**src/rtl/sd_rx_lock_ctrl.sv**
```systemverilog
// Lane deserializer lock controller: acquires comma cadence, declares lock/loss-of-lock, relocks and gives up.
// Optional feature: define SD_LOCK_STATS_EN to build the lock_loss_cnt statistics counter (tied to zero otherwise).
module sd_rx_lock_ctrl #(
  parameter int COMMA_PERIOD = 8,
  parameter int LOCK_CNT     = 4,
  parameter int UNLOCK_ERR   = 3,
  parameter int ACQ_TIMEOUT  = 1024,
  parameter int QUIET_CYC    = 16,
  parameter int MAX_RETRY    = 3
) (
  input  logic        clk,
  input  logic        rst,
  input  logic        start,
  input  logic [2:0]  gen_mode,
  input  logic [15:0] word,
  input  logic        word_vld,
  output logic        des_enable,
  output logic [2:0]  gen_mode_out,
  output logic        lock,
  output logic        fail,
  output logic [7:0]  err_cnt,
  output logic [15:0] lock_loss_cnt
);

  typedef enum logic [2:0] {
    IDLE    = 3'd0,
    ACQUIRE = 3'd1,
    VERIFY  = 3'd2,
    LOCKED  = 3'd3,
    RELOCK  = 3'd4,
    FAIL    = 3'd5
  } state_t;

  localparam int TMAX = (ACQ_TIMEOUT > QUIET_CYC) ? ACQ_TIMEOUT : QUIET_CYC;
  localparam int PW   = (COMMA_PERIOD > 2) ? $clog2(COMMA_PERIOD) : 1;
  localparam int TW   = (TMAX > 2) ? $clog2(TMAX) : 1;
  localparam int GW   = $clog2(LOCK_CNT + 1);
  localparam int BW   = $clog2(UNLOCK_ERR + 1);
  localparam int RW   = $clog2(MAX_RETRY + 1);

  localparam logic [2:0]  GEN_RESET  = 3'b010;
  localparam logic [15:0] COMMA_32   = 16'hF7F7;
  localparam logic [9:0]  COMMA_20_P = 10'h17C;
  localparam logic [9:0]  COMMA_20_N = 10'h283;

  state_t        state;
  state_t        state_nxt;
  logic [PW-1:0] pos;
  logic [GW-1:0] good;
  logic [BW-1:0] bad;
  logic [TW-1:0] timer;
  logic [RW-1:0] retry;
  logic          free_relock;

  logic mode_32;
  logic is_comma;
  logic at_zero;
  logic comma_ok;
  logic cad_err;
  logic active;
  logic tracking;
  logic mode_chg;
  logic run;
  logic acq_hit;
  logic acq_expired;
  logic quiet_done;
  logic retry_last;
  logic lock_evt;
  logic unlock_evt;

  // ---------------------------------------------------------------------------
  // Comma detection and cadence classification of the current word
  // ---------------------------------------------------------------------------
  assign mode_32  = (gen_mode_out <= 3'b010);
  assign is_comma = mode_32 ? (word == COMMA_32)
                            : ((word[9:0] == COMMA_20_P) || (word[9:0] == COMMA_20_N));
  assign at_zero  = (pos == '0);
  assign comma_ok = word_vld && at_zero && is_comma;
  // A comma off the expected slot and a missing comma on it are both errors.
  assign cad_err  = word_vld && (at_zero != is_comma);

  assign active   = (state == ACQUIRE) || (state == VERIFY) || (state == LOCKED);
  assign tracking = (state == VERIFY) || (state == LOCKED);
  assign mode_chg = active && (gen_mode != gen_mode_out);
  assign run      = start && !mode_chg;

  assign acq_hit     = (state == ACQUIRE) && word_vld && is_comma;
  assign acq_expired = (timer == TW'(ACQ_TIMEOUT - 1));
  assign quiet_done  = (timer == TW'(QUIET_CYC - 1));
  assign retry_last  = !free_relock && (retry == RW'(MAX_RETRY - 1));
  assign lock_evt    = (state == VERIFY) && comma_ok && (good == GW'(LOCK_CNT - 1));
  assign unlock_evt  = (state == LOCKED) && cad_err && (bad == BW'(UNLOCK_ERR - 1));

  // ---------------------------------------------------------------------------
  // FSM: state register
  // ---------------------------------------------------------------------------
  // NOTE: sequential state uses non-blocking assignments so every register
  // samples pre-edge values regardless of block ordering.
  always_ff @(posedge clk) begin
    if (rst) begin
      state <= IDLE;
    end else begin
      state <= state_nxt;
    end
  end

  // ---------------------------------------------------------------------------
  // FSM: next-state logic (start=0 beats a gen_mode change beats normal flow)
  // ---------------------------------------------------------------------------
  // NOTE: the default assignment up front keeps this block free of latches.
  always_comb begin
    state_nxt = state;
    if (!start) begin
      state_nxt = IDLE;
    end else if (mode_chg) begin
      state_nxt = RELOCK;
    end else begin
      case (state)
        IDLE:    state_nxt = ACQUIRE;
        ACQUIRE: begin
          if (acq_hit) begin
            state_nxt = VERIFY;
          end else if (acq_expired) begin
            state_nxt = RELOCK;
          end
        end
        VERIFY: begin
          if (cad_err) begin
            state_nxt = ACQUIRE;
          end else if (lock_evt) begin
            state_nxt = LOCKED;
          end
        end
        LOCKED: begin
          if (unlock_evt) begin
            state_nxt = RELOCK;
          end
        end
        RELOCK: begin
          if (quiet_done) begin
            state_nxt = retry_last ? FAIL : ACQUIRE;
          end
        end
        FAIL:    state_nxt = FAIL;
        default: state_nxt = IDLE;
      endcase
    end
  end

  // ---------------------------------------------------------------------------
  // FSM: Moore outputs
  // ---------------------------------------------------------------------------
  always_comb begin
    des_enable = 1'b0;
    lock       = 1'b0;
    fail       = 1'b0;
    case (state)
      ACQUIRE, VERIFY: des_enable = 1'b1;
      LOCKED: begin
        des_enable = 1'b1;
        lock       = 1'b1;
      end
      FAIL:    fail = 1'b1;
      default: ;
    endcase
  end

  // ---------------------------------------------------------------------------
  // Shared cycle timer: ACQUIRE timeout and RELOCK quiet period
  // ---------------------------------------------------------------------------
  always_ff @(posedge clk) begin
    if (rst || (state_nxt != state)) begin
      timer <= '0;
    end else begin
      timer <= timer + TW'(1);
    end
  end

  // ---------------------------------------------------------------------------
  // Cadence tracking: word position, good-comma and bad-word counters
  // ---------------------------------------------------------------------------
  always_ff @(posedge clk) begin
    if (rst) begin
      pos  <= '0;
      good <= '0;
      bad  <= '0;
    end else begin
      // The acquiring comma occupies slot 0, so the next valid word is slot 1.
      if (acq_hit) begin
        pos <= PW'(1);
      end else if (tracking && word_vld) begin
        pos <= (pos == PW'(COMMA_PERIOD - 1)) ? '0 : pos + PW'(1);
      end

      if (acq_hit) begin
        good <= GW'(1);
      end else if ((state == VERIFY) && comma_ok) begin
        good <= good + GW'(1);
      end

      if (state != LOCKED || comma_ok) begin
        bad <= '0;
      end else if (cad_err) begin
        bad <= bad + BW'(1);
      end
    end
  end

  // ---------------------------------------------------------------------------
  // Relock bookkeeping and rate latch
  // ---------------------------------------------------------------------------
  always_ff @(posedge clk) begin
    if (rst) begin
      retry        <= '0;
      free_relock  <= 1'b0;
      gen_mode_out <= GEN_RESET;
    end else begin
      if ((state_nxt == IDLE) || (state == VERIFY && state_nxt == LOCKED)) begin
        retry <= '0;
      end else if (state == RELOCK && state_nxt != RELOCK && !free_relock) begin
        retry <= retry + RW'(1);
      end

      // A rate-change relock is not charged against the retry budget.
      if (state != RELOCK && state_nxt == RELOCK) begin
        free_relock <= mode_chg;
      end

      if (state_nxt == IDLE) begin
        gen_mode_out <= GEN_RESET;
      end else if ((state == IDLE || state == RELOCK) && state_nxt != state) begin
        gen_mode_out <= gen_mode;
      end
    end
  end

  // ---------------------------------------------------------------------------
  // Statistics
  // ---------------------------------------------------------------------------
  always_ff @(posedge clk) begin
    if (rst) begin
      err_cnt <= '0;
    end else if (state == IDLE && state_nxt == ACQUIRE) begin
      err_cnt <= '0;
    end else if (run && tracking && cad_err && (err_cnt != 8'hFF)) begin
      err_cnt <= err_cnt + 8'd1;
    end
  end

`ifdef SD_LOCK_STATS_EN
  always_ff @(posedge clk) begin
    if (rst) begin
      lock_loss_cnt <= '0;
    end else if (run && unlock_evt && (lock_loss_cnt != 16'hFFFF)) begin
      lock_loss_cnt <= lock_loss_cnt + 16'd1;
    end
  end
`else
  assign lock_loss_cnt = 16'h0000;
`endif

endmodule

```
**config.mk**
```make
export PLATFORM = sky130hd
export DESIGN_NAME = sd_rx_lock_ctrl
export DESIGN_NICKNAME = d
export VERILOG_FILES = /design/src/rtl/sd_rx_lock_ctrl.sv
export SDC_FILE = /design/constraint.sdc
export NUM_CORES = 1
export LEC_CHECK = 0
export BUFFER_PORTS_ARGS = -buffer_cell sky130_fd_sc_hd__clkbuf_2
export CAP_MARGIN = 20
export CORE_ASPECT_RATIO = 0.5
export CORE_MARGIN = 3
export CORE_UTILIZATION = 37
export DETAILED_ROUTE_END_ITERATION = 8
export GPL_TIMING_DRIVEN = 0
export SLEW_MARGIN = 20
export SYNTH_ARGS = -nofsm -noshare
export SYNTH_HDL_FRONTEND = slang
export SYNTH_SLANG_ARGS = --single-unit
```
**constraint.sdc**
```tcl
create_clock -name clk -period 3.6 [get_ports clk]
set_input_delay 0.72 -clock clk [delete_from_list [all_inputs] [get_ports clk]]
set_output_delay 0.72 -clock clk [all_outputs]
set_load 0.02 [all_outputs]
```
# Word level (Yosys, flattened, before mapping)

Index checks and enable logic that the tools add are counted.

Input bits: 23
Flip-flop bits (word level): 35
Output and inout bits: 30

Add/sub/neg operators: 6
Muxes and demuxes: 19
$lt $le $gt $ge: 1
Reduce and logical (&&, ||, !) cells: 43
Eq/ne operators: 24

Operators with widths:

| kind                                                                              | number |
|---|---|
| 3-bit 2-to-1 mux                                                                  | 10 |
| 1-bit logical AND                                                                 | 22 |
| 10-bit == test (second input constant)                                            | 2 |
| 3-bit case mux with 6 select lines                                                | 1 |
| 16-bit == test (second input constant)                                            | 1 |
| 3-bit by 2-bit == test with 1-bit output (second input constant)                  | 4 |
| 3-bit == test (second input constant)                                             | 4 |
| 10-bit by 1-bit adder with 10-bit output (second input constant)                  | 1 |
| 10-bit by 4-bit == test with 1-bit output (second input constant)                 | 1 |
| 10-bit by 9-bit == test with 1-bit output (second input constant)                 | 1 |
| 2-bit OR reduction                                                                | 5 |
| 3-bit logical NOT                                                                 | 3 |
| 8-bit by 1-bit adder with 8-bit output (second input constant)                    | 1 |
| 1-bit logical OR                                                                  | 8 |
| 1-bit 2-to-1 mux                                                                  | 8 |
| 8-bit != test (second input constant)                                             | 1 |
| 3-bit by 1-bit adder with 3-bit output (second input constant)                    | 2 |
| 3-bit by 1-bit == test with 1-bit output (second input constant)                  | 2 |
| 3-bit != test                                                                     | 2 |
| 3-bit != test (second input constant)                                             | 2 |
| 2-bit by 1-bit adder with 2-bit output (second input constant)                    | 2 |
| 2-bit == test (second input constant)                                             | 2 |
| 2-bit nonzero test                                                                | 2 |
| 3-bit by 2-bit less-or-equal comparator with 1-bit output (second input constant) | 1 |
| other kinds (4)                                                                   | 5 |

# Logic depth before layout (Yosys ltp)

Gate-level depths: netlist (run 1).

Depth after elaboration: 15
Depth in mapped cells: 11
Mapped depth without buffers: 11

# Worst setup path before layout (run 1)

Ideal clock, no wire load.

Kind: in2reg
Start: in word[5]
End: reg timer[1]
Stages on the path: 9
Library setup time: 0.073 ns
Path buffers: 0
Data arrival time: 2.682 ns
Path slack: 0.844 ns
Cells stage by stage: and4bb_2 -> nand4_1 -> mux2i_1 -> and4_1 -> o311a_1 -> a41oi_2 -> xnor2_2 -> o2111ai_4 -> nor3b_2

Word-level cells in the longest chain between the ends: 13
Elaborated cells on any way between the ends: 22
Those cells by class: eq/ne (5); mux (8); reduce/logical (9)

RTL lines:

| element                                                                            | line     | text |
|---|---|---|
| from (decl)                                                                        | 15       | `input logic [15:0] word,` |
| 10-bit by 9-bit == test with 1-bit output / 10-bit == test (equally long branches) | 76       | `: ((word[9:0] == COMMA_20_P) \|\| (word[9:0] == COMMA_20_N));` |
| 1-bit logical OR                                                                   | 76       |  |
| 1-bit 2-to-1 mux (*)                                                               | 75       | `assign is_comma = mode_32 ? (word == COMMA_32)` |
| 1-bit != test / 1-bit logical AND (equally long branches)                          | 80, 78   |  |
| 1-bit logical AND, on equally long branches                                        | 80, 91   |  |
| 1-bit logical AND, on equally long branches                                        | 92, 91   |  |
| 1-bit logical AND / 3-bit 2-to-1 mux (equally long branches)                       | 92, 130  |  |
| 3-bit 2-to-1 mux, on equally long branches                                         | 135, 128 |  |
| 3-bit case mux with 6 select lines (*)                                             | 118      | `case (state)` |
| 3-bit 2-to-1 mux (*)                                                               | 115      | `end else if (mode_chg) begin` |
| 3-bit 2-to-1 mux (*)                                                               | 113      | `if (!start) begin` |
| 3-bit != test (*)                                                                  | 172      | `if (rst \|\| (state_nxt != state)) begin` |
| 1-bit logical OR (*)                                                               | 172      |  |
| to (signal assigned)                                                               | 175      | `timer <= timer + TW'(1);` |
| to (decl)                                                                          | 51       | `logic [TW-1:0] timer;` |

Every way passes the cells marked *; elsewhere a longest branch is shown, timed or not.
A chain may end at the register's enable or synchronous reset.

# Worst setup path after layout (run 1)

Start: in word[7]
End: reg timer[4]

Same word-level chain as after synthesis.

==> results of run 1 <==
[cells by family (layout without fill, tap and decap cells)]
family / after synthesis / after routing
AOI/OAI and AO/OA: 44 / 44
other: 1 / 16
adders and majority gates: 9 / 9
buffers and inverters: 37 / 81
muxes: 6 / 6
DFF: 35 / 35
xor gates and xnor gates: 21 / 21
and+or+nand+nor: 126 / 126
[state kept, by name, indices dropped and copies added (netlist names)]
register      cells
gen_mode_out      3
free_relock       1
state             3
good              3
err_cnt           8
timer            10
retry             2
bad               2
pos               3
[cells in the mapped netlist (3+ instances only)]
library cell,number,area share [%]
ha_1,9,4.8
nand4_1,11,2.9
xnor2_1,6,2.3
and4_1,4,1.5
dfxtp_1,35,30
a211oi_1,3,0.96
mux2i_1,6,2.6
and2_1,3,0.80
xor2_1,14,5.3
o21ai_0,8,1.7
buf_4,16,5.1
nor3_1,21,4.5
or3_1,3,0.80
and3_1,12,3.2
nand3_1,9,1.9
inv_1,13,2.1
o21a_1,3,0.96
nand2_1,17,2.7
a21oi_1,8,1.7
clkbuf_1,5,0.80
nor2_1,27,4.3
[cell usage in the layout, fill, tap and decap left out, types with 8 or more instances in the layout]
master     n
nor3_1    21
a21oi_1    8
nor2_1    27
ha_1       9
conb_1    16
nand4_1   11
xor2_1    14
nand3_1    9
and3_1    12
nand2_1   17
o21ai_0    8
dfxtp_1   35
clkbuf_2  37
inv_1     13
buf_4     16
[layer usage]
metal | up-vias | track usage (%)
met4 | 0 | 4.82
met2 | 61 | 24.0
met3 | 4 | 3.99
met1 | 978 | 20.1
li1 | 1095 | -
met5 | - | 0
[where the power goes]
part           leakage, nW  internal (mW)  switching (mW)  total [mW]
Clock               0.0838          0.326           0.162       0.488
Sequential           0.283          0.394         0.00524       0.400
Combinational        0.865         0.0571          0.0865       0.144
[worst max path at each step]
stage / from / to / slack [ns] / depth (start not counted)
2_1_floorplan: word[5] / timer[1] / 0.84 / 9
3_3_place_gp: word[7] / timer[4] / 0.37 / 10
3_5_place_dp: word[7] / timer[4] / 0.34 / 10
4_1_cts: word[7] / timer[4] / 0.62 / 10
5_1_grt: word[4] / timer[4] / 0.39 / 10
6_report: word[7] / timer[4] / 0.63 / 10
[through the flow]
stage / worst slack, ns / total power, mW / hold WS, ns / cells / util, %
global placement: 0.369 / 0.548 / 0.444 / 414 / 46.3
global route: 0.393 / 1.07 / 0.500 / 422 / 49.3
CTS: 0.618 / 1.04 / 0.473 / 422 / 49.3
detailed placement: 0.340 / 0.550 / 0.465 / 414 / 46.3
floorplan: 0.844 / 0.512 / 0.433 / 294 / -
finish: 0.634 / 1.03 / 0.465 / 422 / 49.3
[critical path, stage by stage]
cell	delay, ns
clkbuf_2	0.10
nor4_1	0.42
nand4_1	0.15
a21oi_1	0.28
o41ai_1	0.14
o311a_1	0.39
a41oi_2	0.33
xnor2_2	0.18
o2111ai_4	0.24
nor3_1	0.23
[area by class of cell]
class                   count  area, um2  area share, %
repair buffers             36        180           6.33
plain buffers              24        153           5.36
well taps                  84        105           3.69
multi-input cells         222       1490           52.3
clock inverters             3       43.8           1.54
flip-flops and latches     35        701           24.6
clock buffers               5        125           4.40
inverters                  13       48.8           1.72
==> run_results.csv, run 1 <==
group,metric,value,unit
sta,setup_viol,0,
route,route.met2.wl,2.41,mm
synth,syn_inst,279,
setup_path,crit_arrival,3.17,ns
setup_path,start_kind,"input pin",
status,outcome,"completed",
floorplanning,die_area,7360,um2
route,wire_per_inst,12.7,um
sta,slew_viol_final,0,
synth,ys.warnings.count,0,
clock_tree,cts_hold_buf,0,
setup_path,worstRegToRegCells,11,
placement,place_area,2680,um2
placement,hpwl,4.27,mm
global_route,grt_antenna_before_repair,0,
global_route,grt_overflow,0,
cells_and_area,fin_nets,369,
route,drt_iter0_drc,87,
setup_path,reg2reg_from,"timer[0]",
cells_and_area,stdcell_area,2850,um2
route,via_per_inst,5.07,
setup_path,crit_fanout,10,
global_route,grt_first_pass_wirelength,9.38,mm
placement,gp_congestion,0.865,
synth,synth_area,2330,um2
clock_tree,clk_latency,0.28,ns
worst_hold_path,hold_end,"timer[0]",
sta,finalSetupTns,0,ns
synth,async_reset_ff_share,0,%
cells_and_area,syn_to_final_growth,21.9,%
setup_path,endpoint_kind,"flop",
power,ir_drop,0.184,mV
setup_path,r2r-end,"timer[4]",
setup_path,critical_path_class,"input pin to flop",
synth,yosys.area_share.simple,30.4,%
clock_tree,postCtsSetupRepairBufs,0,
floorplanning,dieWidth,118,um
global_route,grtUsageTotal,15.1,%
route,drc,0,
sta,worst_slew_pin_slew,0.673,ns
route,wirelength,5.36,mm
clock_tree,clk_pin_slew,0.06,ns
floorplanning,core,5780,um2
placement,numPortBuffers,36,
route,vias,2138,
sta,fin_crit_sh,82.4,%
synth,ys_types,61,
clock_tree,cts_tree,"yes",
cells_and_area,fillerInstances,592,
floorplanning,start_util,40.4,%
global_route,grt_max_degree,13,
setup_path,r2r_slack,0.74,ns
clock_tree,clockRootBuffer,"clkbuf_16",
synth,avgSynthCellArea,8.37,um2
run,cap_viol_max_count,0,
worst_hold_path,hp-start,"timer[0]",
clock_tree,numCtsBuffers,5,
worst_hold_path,min_path_cells,1,
synth,synth-compound-area-share,15.2,%
sta,min_period,2.97,ns
clock_tree,ctsHtreeMaxLevel,2,
sta,finalClockSkew,0.00358,ns
sta,fmax,337,MHz
clock_tree,clock_sinks,35,
route,wl_met3,334,um
synth,synthMuxAreaShare,2.57,%
synth,synth_xor_area_share,8.20,%
synth,synth_seq_cells,35,
route,highest_layer,"met4",
worst_hold_path,hp-class,"flop to flop",
global_route,grt_pass1_vias,2073,
power,p_leak,1.23,nW
cells_and_area,layout-drive-gt1-share,24.0,%
sta,hold_viol,0,
floorplanning,io_pins,53,
sta,rsz0062_at_grt,"no",
route,drtPass1Iterations,4,
synth,synth-seq-area-share,30.0,%
clock_tree,cts_resized,0,
synth,synthAdderAreaFrac,4.82,%
cells_and_area,antenna_cells,0,
synth,synth_ff_type,"dfxtp_1",
route,met1Wirelength,2.56,mm
floorplanning,fp.dieH,62.2,um
floorplanning,num_rows,19,
clock_tree,cts.path.max_buffers,2,
synth,synth_edf_count,0,
setup_path,required,3.80,ns
sta,max_slew_margin,54.9,%
route,postRouteAntennaNets,0,
synth,synth_top_family_by_area,"simple AND/OR/NAND/NOR gates",
power,power_density,363,nW/um2
Note: power is estimated with default switching activity, not from simulation.
==> run 2, diff against run 1 <==
==> constraint.sdc (replaced) <==
create_clock -name clk -period 3 [get_ports clk]
set_input_delay 0.6 -clock clk [delete_from_list [all_inputs] [get_ports clk]]
set_output_delay 0.6 -clock clk [all_outputs]
set_load 0.02 [all_outputs]
==> run_results.csv, run 2 (synthesized netlist as in run 1, its figures left out) <==
group,metric,value,unit
status,outcome,"completed",
global_route,grt_overflow,0,
clock_tree,ctsHtreeMaxLevel,2,
route,drc,0,
route,vias,2140,
floorplanning,die_area,7360,um2
cells_and_area,fillerInstances,590,
route,postRouteAntennaNets,0,
placement,gp_congestion,0.865,
sta,slew_viol_final,0,
global_route,grt_max_degree,13,
power,ir_drop,0.219,mV
sta,hold_viol,0,
setup_path,required,3.20,ns
run,cap_viol_max_count,0,
setup_path,crit_arrival,3.02,ns
placement,numPortBuffers,36,
global_route,grt_pass1_vias,2073,
sta,rsz0062_at_grt,"no",
cells_and_area,top_register,"timer",
power,p_clk_share,47.3,%
floorplanning,num_rows,19,
floorplanning,dieWidth,118,um
power,p_sw,0.309,mW
sta,fmax,355,MHz
floorplanning,start_util,40.4,%
route,drtPass1Iterations,4,
cells_and_area,layout-drive-gt1-share,24.8,%
cells_and_area,largest_reg_flops,10,
route,via_per_inst,5.06,
clock_tree,clockRootBuffer,"clkbuf_16",
setup_path,start_kind,"flop",
worst_hold_path,hp-class,"flop to flop",
sta,max_slew_margin,55.1,%
global_route,grtUsageTotal,15.1,%
global_route,grt_first_pass_wirelength,9.38,mm
clock_tree,cts_tree,"yes",
clock_tree,numCtsBuffers,5,
setup_path,critPathTopFamily,"compound AO/OA/AOI/OAI gates",
setup_path,crit_fanout,10,
power,p_leak,1.24,nW
sta,fin_crit_sh,93.8,%
cells_and_area,antenna_cells,0,
route,wirelength,5.43,mm
sta,finalClockSkew,0.00379,ns
placement,hpwl,4.27,mm
cells_and_area,reg.largest.list,"timer x10, err_cnt x8",
placement,dp_slack,-0.140,ns
floorplanning,io_pins,53,
clock_tree,cts_hold_buf,0,
floorplanning,fp.dieH,62.2,um
power,power_density,432,nW/um2
setup_path,critical_path_class,"flop to flop",
cells_and_area,layout_common_cells,"37 x clkbuf_2, 35 x dfxtp_1, 27 x nor2_1, 21 x nor3_1",
sta,setup_viol,0,
route,wire_per_inst,12.8,um
clock_tree,clock_sinks,35,
sta,min_period,2.82,ns
setup_path,crit_slowest_cell,"nor4_2",
cells_and_area,stdcell_area,2880,um2
global_route,grt_antenna_before_repair,0,
sta,worst_slew_pin_slew,0.669,ns
setup_path,endpoint_kind,"flop",
floorplanning,core,5780,um2
setup_path,path_buf_inv,0,
clock_tree,cts.path.max_buffers,2,
sta,fin_ws,0.185,ns
route,drt_iter0_drc,101,
setup_path,crit_chain,"a21o_1 > nor4_2 > and3_1 > o41ai_1 > o311a_1 > a41oi_4 > xnor2_2 > o2111ai_4 > nor3_1",
power,p_int,0.935,mW
sta,fin_hold_ws,0.465,ns
cells_and_area,syn_to_final_growth,23.2,%
power,power_frac_comb,14.1,%
setup_path,slowest_delay,0.44,ns
clock_tree,clk_pin_slew,0.06,ns
power,p_seq_share,38.6,%
clock_tree,clk_latency,0.28,ns
placement,place_area,2680,um2
cells_and_area,layout_commonest_cell,"clkbuf_2",
cells_and_area,fin_nets,370,
power,p_sw_share,24.8,%
==> run 2: cell count changes in the layout (fill, tap and decap cells not counted) <==
cell / before / now
a41oi_2: 1 / 0
a311oi_2: 0 / 1
buf_4: 16 / 17
nor4_2: 1 / 2
a311oi_1: 1 / 0
a41oi_4: 0 / 1
nor4_1: 2 / 1
==> run 2: power groups by stage <==
stage	Sequential [mW]	Combinational, mW	Clock, mW
2_1_floorplan	0.491	0.124	0
3_3_place_gp	0.489	0.168	0
3_5_place_dp	0.490	0.171	0
4_1_cts	0.480	0.171	0.602
5_1_grt	0.481	0.192	0.616
6_report	0.480	0.176	0.588
==> run 2: layer usage <==
layer  wire (um)  up-vias  track usage, %
met1        2650      987            20.1
met3         311        6            3.99
met5           0        -               0
met4          55        0            4.82
met2        2410       55            24.0
li1            -     1092               -
==> run 2: per-stage QoR <==
stage / std cells / util [%] / TNS, ns / power (mW)
floorplan: 294 / - / 0 / 0.615
global placement: 414 / 46.3 / -0.976 / 0.657
detailed placement: 414 / 46.3 / -1.16 / 0.660
CTS: 422 / 49.3 / 0 / 1.25
global route: 423 / 49.8 / 0 / 1.29
finish: 423 / 49.8 / 0 / 1.24
==> run 2: cell type report <==
| cell class | instances | area [um2] | share of cell area [%] |
|---|---|---|---|
| buffer | 24 | 153 | 5.31 |
| clock buffer | 5 | 125 | 4.35 |
| clock inverter | 3 | 43.8 | 1.52 |
| inverter | 13 | 48.8 | 1.70 |
| multi-input combinational | 222 | 1510 | 52.6 |
| sequential | 35 | 701 | 24.4 |
| tap | 84 | 105 | 3.65 |
| timing repair buffer | 37 | 188 | 6.52 |
==> run 2: what timing repair did <==
action                     CTS  global route
buffers inserted             0             1
gates resized for setup      0             3
setup endpoints to repair    0             9
==> run 2: worst reg2reg max path, cell delays in order (launching register included) <==
cell and delay [ns]:
dfxtp_1 0.34, a21o_1 0.27, nor4_2 0.44, and3_1 0.27
o41ai_1 0.08, o311a_1 0.41, a41oi_4 0.29, xnor2_2 0.17
o2111ai_4 0.24, nor3_1 0.23
==> run 2: final timing paths <==
check | start | slack [ns] | end | cells past startpoint
max reg2reg | gen_mode_out[1] | 0.18 | timer[4] | 9
min | timer[0] | 0.47 | timer[0] | 1
max | gen_mode_out[1] | 0.18 | timer[4] | 9
min reg2reg | timer[0] | 0.47 | timer[0] | 1
==> run 3, diff against run 2 <==
--- a/config.mk
+++ b/config.mk
@@ -12,6 +12,7 @@
 export CORE_UTILIZATION = 37
 export DETAILED_ROUTE_END_ITERATION = 8
 export GPL_TIMING_DRIVEN = 0
+export PLACE_DENSITY = 0.56
 export SLEW_MARGIN = 20
 export SYNTH_ARGS = -nofsm -noshare
 export SYNTH_HDL_FRONTEND = slang
==> run_results.csv, run 3 (synthesized netlist as in run 1, its figures left out) <==
group,metric,value,unit
sta,slew_viol_final,0,
route,via_per_inst,5.05,
global_route,grt_antenna_before_repair,0,
sta,hold_viol,0,
floorplanning,core,5780,um2
route,drtPass1Iterations,4,
floorplanning,dieWidth,118,um
clock_tree,cts_hold_buf,0,
clock_tree,clock_sinks,35,
cells_and_area,layout_common_cells,"37 x clkbuf_2, 35 x dfxtp_1, 27 x nor2_1, 21 x nor3_1, 17 x nand2_1",
sta,finalClockSkew,0.00513,ns
floorplanning,start_util,40.4,%
cells_and_area,largest_reg_flops,10,
setup_path,crit_slowest_cell,"nor4_2",
clock_tree,clk_pin_slew,0.06,ns
cells_and_area,stdcell_area,2860,um2
sta,max_slew_margin,51.9,%
route,wl_met3,326,um
cells_and_area,layout_commonest_cell,"clkbuf_2",
run,cap_viol_max_count,0,
cells_and_area,reg.largest.list,"timer x10, err_cnt x8",
route,highest_layer,"met4",
cells_and_area,fin_nets,369,
placement,place_area,2680,um2
placement,numPortBuffers,36,
clock_tree,clockRootBuffer,"clkbuf_16",
sta,min_period,2.84,ns
global_route,grt_first_pass_wirelength,9.27,mm
setup_path,crit_fanout,10,
setup_path,start_kind,"flop",
route,postRouteAntennaNets,0,
power,power_density,432,nW/um2
sta,rsz0062_at_grt,"no",
sta,fin_ws,0.159,ns
global_route,grt_pass1_vias,1964,
setup_path,crit_chain,"a21o_1 > nor4_2 > and3_1 > o41ai_1 > o311a_1 > a41oi_4 > xnor2_2 > o2111ai_4 > nor3_1",
cells_and_area,antenna_cells,0,
floorplanning,io_pins,53,
placement,gp_congestion,0.816,
route,drc,0,
setup_path,required,3.20,ns
sta,fin_crit_sh,94.7,%
floorplanning,num_rows,19,
worst_hold_path,hp-class,"flop to flop",
clock_tree,cts.path.max_buffers,2,
route,drt_iter0_drc,97,
clock_tree,postCtsSetupRepairBufs,0,
setup_path,critical_path_class,"flop to flop",
cells_and_area,syn_to_final_growth,22.6,%
clock_tree,ctsHtreeMaxLevel,2,
floorplanning,fp.dieH,62.2,um
setup_path,critPathTopFamily,"compound AO/OA/AOI/OAI gates",
status,outcome,"completed",
route,met1Wirelength,2.73,mm
power,ir_drop,0.206,mV
global_route,grt_max_degree,12,
global_route,grtUsageTotal,15.0,%
route,wire_per_inst,13.1,um
setup_path,endpoint_kind,"flop",
cells_and_area,layout-drive-gt1-share,24.3,%
cells_and_area,top_register,"timer",
sta,fmax,352,MHz
sta,worst_slew_pin_slew,0.717,ns
clock_tree,cts_tree,"yes",
floorplanning,die_area,7360,um2
setup_path,slowest_delay,0.47,ns
route,vias,2125,
sta,setup_viol,0,
setup_path,path_buf_inv,0,
power,p_leak,1.23,nW
clock_tree,numCtsBuffers,5,
route,route.met2.wl,2.44,mm
global_route,grt_overflow,0,
route,wirelength,5.51,mm
clock_tree,clk_latency,0.28,ns
placement,hpwl,4.35,mm
setup_path,crit_arrival,3.04,ns
placement,dp_slack,-0.142,ns
[run 3: per-layer routing]
| metal | GRT usage (%) | vias up |
|---|---|---|
| li1 | - | 1089 |
| met1 | 20.2 | 981 |
| met2 | 24.0 | 53 |
| met3 | 4.08 | 2 |
| met4 | 3.07 | 0 |
| met5 | 0 | - |
[run 3: layout make-up]
cell class | instances | area, um2
clock buffer | 5 | 125
clock inverter | 2 | 37.5
sequential | 35 | 701
inverter | 13 | 48.8
timing repair buffer | 36 | 180
tap | 84 | 105
fill | 567 | 2910
buffer | 24 | 153
multi-input combinational | 222 | 1510
[run 3: path summary, 6_finish.rpt]
check / startpoint / end / slack, ns / depth (start not counted)
min reg2reg: timer[0] / timer[0] / 0.46 / 1
max reg2reg: gen_mode_out[1] / timer[7] / 0.16 / 9
max: gen_mode_out[1] / timer[7] / 0.16 / 9
min: timer[0] / timer[0] / 0.46 / 1
[run 3: repair_timing]
action,in CTS,in global routing
hold endpoints to repair,0,0
endpoints found under the setup margin,0,9
resized for setup,0,3
[run 3: through the flow]
| stage | cells | total power, mW | utilization (%) | hold WS, ns | TNS, ns |
|---|---|---|---|---|---|
| 5_1_grt | 421 | 1.29 | 49.6 | 0.490 | 0 |
| 3_5_place_dp | 414 | 0.661 | 46.3 | 0.459 | -1.10 |
| 4_1_cts | 421 | 1.24 | 49.1 | 0.467 | 0 |
| 3_3_place_gp | 414 | 0.658 | 46.3 | 0.444 | -0.768 |
| 2_1_floorplan | 294 | 0.615 | - | 0.433 | 0 |
| 6_report | 421 | 1.24 | 49.6 | 0.464 | 0 |
[run 3: power breakdown]
part / internal (mW) / switching [mW] / leakage [nW]
Combinational: 0.0698 / 0.106 / 0.868
Clock: 0.387 / 0.195 / 0.0759
Sequential: 0.473 / 0.00620 / 0.283
